<file path="config.mk">
export PLATFORM = sky130hd
export DESIGN_NAME = cordic_job_sched
export DESIGN_NICKNAME = d
export VERILOG_FILES = /design/src/rtl/cordic_job_sched.sv
export SDC_FILE = /design/constraint.sdc
export NUM_CORES = 1
export LEC_CHECK = 0
export BUFFER_PORTS_ARGS = -buffer_cell sky130_fd_sc_hd__clkbuf_2
export CAP_MARGIN = 10
export CORE_MARGIN = 8
export CORE_UTILIZATION = 50
export DETAILED_ROUTE_END_ITERATION = 12
export PLACE_DENSITY = 0.89
export SKIP_CTS_REPAIR_TIMING = 1
export SLEW_MARGIN = 10
export SYNTH_ARGS = -nofsm -noshare
export SYNTH_HDL_FRONTEND = slang
export SYNTH_SLANG_ARGS = --single-unit
</file>
<file path="constraint.sdc">
create_clock -name clock -period 2.62 [get_ports clock]
set_clock_uncertainty 0.05 [all_clocks]
set_input_delay 0 -clock clock [delete_from_list [all_inputs] [get_ports clock]]
set_output_delay 0 -clock clock [all_outputs]
set_load 0.03 [all_outputs]
</file>
<file path="src/rtl/cordic_job_sched.sv">
// cordic_job_sched: round-robin scheduler sharing one CORDIC core
// between NREQ requesters, with core reset sequencing and timeout.
module cordic_job_sched #(
  parameter int NREQ    = 2,
  parameter int RST_CYC = 4,
  parameter int TIMEOUT = 1023
) (
  input  logic                 clock,
  input  logic                 reset_n,
  input  logic [NREQ-1:0]      req_valid,
  output logic [NREQ-1:0]      req_ready,
  input  logic [NREQ*10-1:0]   req_data,
  input  logic [NREQ-1:0]      req_mode,
  input  logic [NREQ-1:0]      req_osel,
  output logic [NREQ-1:0]      rsp_valid,
  input  logic [NREQ-1:0]      rsp_ready,
  output logic [10:0]          rsp_data,
  output logic                 rsp_err,
  output logic [11:0]          core_in,
  output logic                 core_rst_n,
  input  logic                 core_ready,
  input  logic [11:0]          core_out,
  output logic                 busy
);

  localparam int GW = $clog2(NREQ);
  localparam int RW = $clog2(RST_CYC + 1);
  localparam int TW = $clog2(TIMEOUT + 1);

  typedef enum logic [2:0] {
    IDLE,
    LOAD,
    WAIT_RDY,
    WAIT_DONE,
    RESP
  } state_t;

  state_t        state;
  logic [GW-1:0] last_grant;
  logic [RW-1:0] rst_cnt;
  logic [TW-1:0] to_cnt;

  logic          pick;
  logic [GW-1:0] pick_idx;
  logic [GW-1:0] arb_idx;
  logic [9:0]    data_a [NREQ];
  logic          done;
  logic          expired;
  logic          rsp_hs;

  always_comb begin
    for (int i = 0; i < NREQ; i++) begin
      data_a[i] = req_data[10*i +: 10];
    end
  end

  // Scan from lowest to highest priority so the nearest
  // requester after last_grant overwrites the others.
  always_comb begin
    pick     = 1'b0;
    pick_idx = '0;
    arb_idx  = '0;
    for (int k = NREQ; k >= 1; k--) begin
      arb_idx = GW'((int'(last_grant) + k) % NREQ);
      if (req_valid[arb_idx]) begin
        pick     = 1'b1;
        pick_idx = arb_idx;
      end
    end
  end

  assign done    = core_out[11];
  assign expired = (to_cnt == TW'(TIMEOUT - 1));
  assign rsp_hs  = rsp_ready[last_grant];

  always_ff @(posedge clock or negedge reset_n) begin
    if (!reset_n) begin
      state      <= IDLE;
      last_grant <= GW'(NREQ - 1);
      rst_cnt    <= '0;
      to_cnt     <= '0;
      req_ready  <= '0;
      rsp_valid  <= '0;
      rsp_data   <= '0;
      rsp_err    <= 1'b0;
      core_in    <= '0;
      core_rst_n <= 1'b0;
      busy       <= 1'b0;
    end else begin
      req_ready <= '0;
      unique case (state)
        IDLE: begin
          if (pick) begin
            req_ready[pick_idx] <= 1'b1;
            core_in    <= {req_osel[pick_idx],
                           req_mode[pick_idx],
                           data_a[pick_idx]};
            last_grant <= pick_idx;
            rst_cnt    <= '0;
            busy       <= 1'b1;
            state      <= LOAD;
          end
        end
        LOAD: begin
          if (rst_cnt == RW'(RST_CYC - 1)) begin
            core_rst_n <= 1'b1;
            to_cnt     <= '0;
            state      <= WAIT_RDY;
          end else begin
            rst_cnt <= rst_cnt + 1'b1;
          end
        end
        WAIT_RDY: begin
          to_cnt <= to_cnt + 1'b1;
          if (expired) begin
            rsp_data              <= '0;
            rsp_err               <= 1'b1;
            rsp_valid[last_grant] <= 1'b1;
            core_rst_n            <= 1'b0;
            state                 <= RESP;
          end else if (core_ready) begin
            state <= WAIT_DONE;
          end
        end
        WAIT_DONE: begin
          to_cnt <= to_cnt + 1'b1;
          if (done) begin
            rsp_data              <= core_out[10:0];
            rsp_err               <= 1'b0;
            rsp_valid[last_grant] <= 1'b1;
            core_rst_n            <= 1'b0;
            state                 <= RESP;
          end else if (expired) begin
            rsp_data              <= '0;
            rsp_err               <= 1'b1;
            rsp_valid[last_grant] <= 1'b1;
            core_rst_n            <= 1'b0;
            state                 <= RESP;
          end
        end
        RESP: begin
          if (rsp_hs) begin
            rsp_valid <= '0;
            busy      <= 1'b0;
            state     <= IDLE;
          end
        end
        default: state <= IDLE;
      endcase
    end
  end

endmodule
</file>
==> metrics <==
largest net degree at the start of global routing=32; Yosys cell types=41; Lkg Pwr=1.490 nW; WHS=-0.05891 ns; post-synthesis sequential area ratio=54.58%; initial antenna violation count=0; CTS sink cnt=47; 1st-iter DRT viols=93; number of top-level pins=73; Nets=357; largest area contributor in the netlist=dfrtp_1; gp weighted congestion=0.8379; final hold vios=2; Seq pwr share=39.0%; WP data required=2.76 ns; Cell Count Post-Placement=322; H-tree depth=2; main area contributors after synthesis=dfrtp_1 53%, a22o_1 6.5%, o21ai_0 5.3%; Area Growth Syn to Fin=38.23%; Logic pwr share=46.7%; Synth warnings=0; FP Rows=24; Post-Syn Nets=253; 1st-pass router iterations=4; final setup violating endpoints=0; hold path start=req_data[17]; DPL Wire Length=3824 um; top-area cell type share of the netlist area=53.36%; Sw Ratio=44.58%; fin area=2982 um2; RR Startpoint=last_grant$_DFFE_PN1P_; Max-cap violations=0; Hold Path Depth=3; Synth Area per Inst=10.47 um2; die height=81.68 um; CTS max path bufs=2; Pwr Total=3.251 mW; flop2flop setup slack=0.11 ns; CTS tree=built; critical path class=flop to flop; Die Area=6672 um2; run status=complete, but fails checks; Remaining DRCs=0; Critical Path Source Type=flop; Rel. slew slack=21.18%; Clock power frac=14.2%; Seq cells post-synth=47; Primary FF master, synth=dfrtp_1; Internal=1.802 mW; Post-DP Area=2550 um2; Routed Antenna Nets=0; root buf cell=clkbuf_8; Clk Latency, worst-skew pair=0.31 ns; CP arrival=2.65 ns; Tightest Pin Transition=1.174 ns; cell area after synthesis=2157 um2; Vias=1,995; number of global-route vias before repair=1,873; PortBufs=72; CP Max Fanout=15; worst min path class=input pin to flop; vias per inst=5.481; Syn Inst Count=206; final wirelength=5837 um; Cell Pwr Density=1090 nW/um2; net switching power=1.449 mW; Place WS=0.6270 ns; failing checks=negative hold slack; layout cell share with drive strength beyond 1=28.30%; first-pass GRT wire length=8459 um; R2R cell count=5; reg2reg end=core_in[5]$_DFFE_PN0P_; Die X=81.68 um; total CTS buffers=5; Peak supply drop=0.7445 mV; Tcrit/Tclk final=95.98%; overflow left after global routing=0; drt wl/cell=16.04 um; Initial Util=50.59%; Fmax=397.7 MHz; Tmin final=2.515 ns; fin worst setup slack=0.1053 ns; Worst setup EP type=flop; Post-synth EDFFs=0; ys async rst share=100.0%; GRT Total Usage=16.14%; Core Region=4264 um2; hold endpoint=core_in[7]$_DFFE_PN0P_; Worst-path clk slew=0.09 ns; Cell Count, Final, Fillers Out=364; Slew Limit Fails=0
==> sequential cells by signal, indices dropped and copies added, names as in the netlist <==
signal      flops
core_in        12
rsp_err         1
state           3
to_cnt         10
last_grant      1
rsp_valid       2
rst_cnt         3
req_ready       2
core_rst_n      1
rsp_data       11
busy            1
==> cell usage after synthesis, types with 2 or more instances <==
cell type and instances:
and3_1 2, ha_1 4, a21oi_1 3, nor2_1 17, nor3_1 2, a21o_1 3
dfrtp_1 46, xor2_1 2, mux2i_1 3, mux2_2 2, a22o_1 16, xnor2_1 3
o21ai_0 23, inv_1 4, nand3_1 5, buf_2 8, clkbuf_1 2, nand2_1 24
a22oi_1 9, or3_1 4, and4_1 2, nor4b_1 2, and2_1 2
==> cell usage in the layout (no fill, tap or decap), types with 2 or more instances in the layout <==
cell,count
a21o_1,3
a21oi_1,3
a22o_1,16
a22oi_1,9
and2_1,2
and3_1,2
and4_1,2
buf_4,2
clkbuf_2,72
clkbuf_8,6
dfrtp_1,46
dlygate4sd3_1,33
ha_1,4
inv_1,4
mux2_2,2
mux2i_1,3
nand2_1,24
nand3_1,5
nor2_1,17
nor3_1,2
nor4b_1,2
o21ai_0,23
or3_1,4
xnor2_1,3
xor2_1,2
==> per-layer routing <==
metal | up-vias | global-route usage, % | share of wire, %
li1 | 954 | - | -
met1 | 963 | 19.82 | 39
met2 | 64 | 26.33 | 51
met3 | 14 | 4.267 | 6.7
met4 | 0 | 6.842 | 2.9
met5 | - | 0 | 0
==> stage by stage <==
stage | util, % | TNS, ns
3_5_place_dp | 59.80 | 0
4_1_cts | 62.12 | 0
2_1_floorplan | - | 0
5_1_grt | 69.87 | -0.4492
3_3_place_gp | 59.80 | 0
6_report | 69.92 | 0
==> how the worst max path moves through the flow <==
stage | start | endpoint | slack, ns
after detailed placement | rst_cnt[0]$_DFFE_PN0P_ | to_cnt[7]$_DFFE_PN0P_ | 0.63
after floorplan | rst_cnt[0]$_DFFE_PN0P_ | state[0]$_DFFE_PN0P_ | 0.78
after global placement | rst_cnt[0]$_DFFE_PN0P_ | to_cnt[7]$_DFFE_PN0P_ | 0.71
after global routing | last_grant$_DFFE_PN1P_ | core_in[5]$_DFFE_PN0P_ | -0.13
after CTS | rst_cnt[0]$_DFFE_PN0P_ | to_cnt[7]$_DFFE_PN0P_ | 0.63
final | last_grant$_DFFE_PN1P_ | core_in[5]$_DFFE_PN0P_ | 0.11
==> layout make-up <==
type | instances | area [um2]
antenna | 1 | 2.502
clock buffer | 6 | 82.58
clock inverter | 2 | 16.27
fill | 319 | 1282
inverter | 4 | 15.01
multi-input combinational | 145 | 917.1
sequential | 47 | 1177
tap | 52 | 65.06
timing repair buffer | 107 | 705.7
==> kinds of logic (layout without fill, tap and decap cells) <==
kind of cell	count (synthesis)	after routing	share of synthesized area, %
xor gates and xnor gates	5	5	2.031
buffers and inverters	14	119	2.900
DFF	47	47	54.58
other	0	1	0
adders and majority gates	4	4	2.320
AOI/OAI and AO/OA	64	64	20.82
and+or+nand+nor	67	67	14.91
muxes	5	5	2.436
==> power by group through the flow <==
| stage | Clock, mW | Combinational (mW) | Sequential [mW] |
|---|---|---|---|
| after detailed placement | 0 | 1.46 | 1.27 |
| after global routing | 0.512 | 1.66 | 1.32 |
| after floorplan | 0 | 0.677 | 1.61 |
| final | 0.463 | 1.52 | 1.27 |
| after global placement | 0 | 1.42 | 1.26 |
| after CTS | 0.473 | 1.47 | 1.26 |
==> critical path, cell delays in order, from the launching register on <==
cell	delay (ns)
dfstp_2	0.41
a21boi_2	0.63
nor2_1	0.38
a22oi_1	0.26
dlygate4sd3_1	0.58
o21ai_0	0.08
No activity file was read; power rests on OpenSTA's default activity.
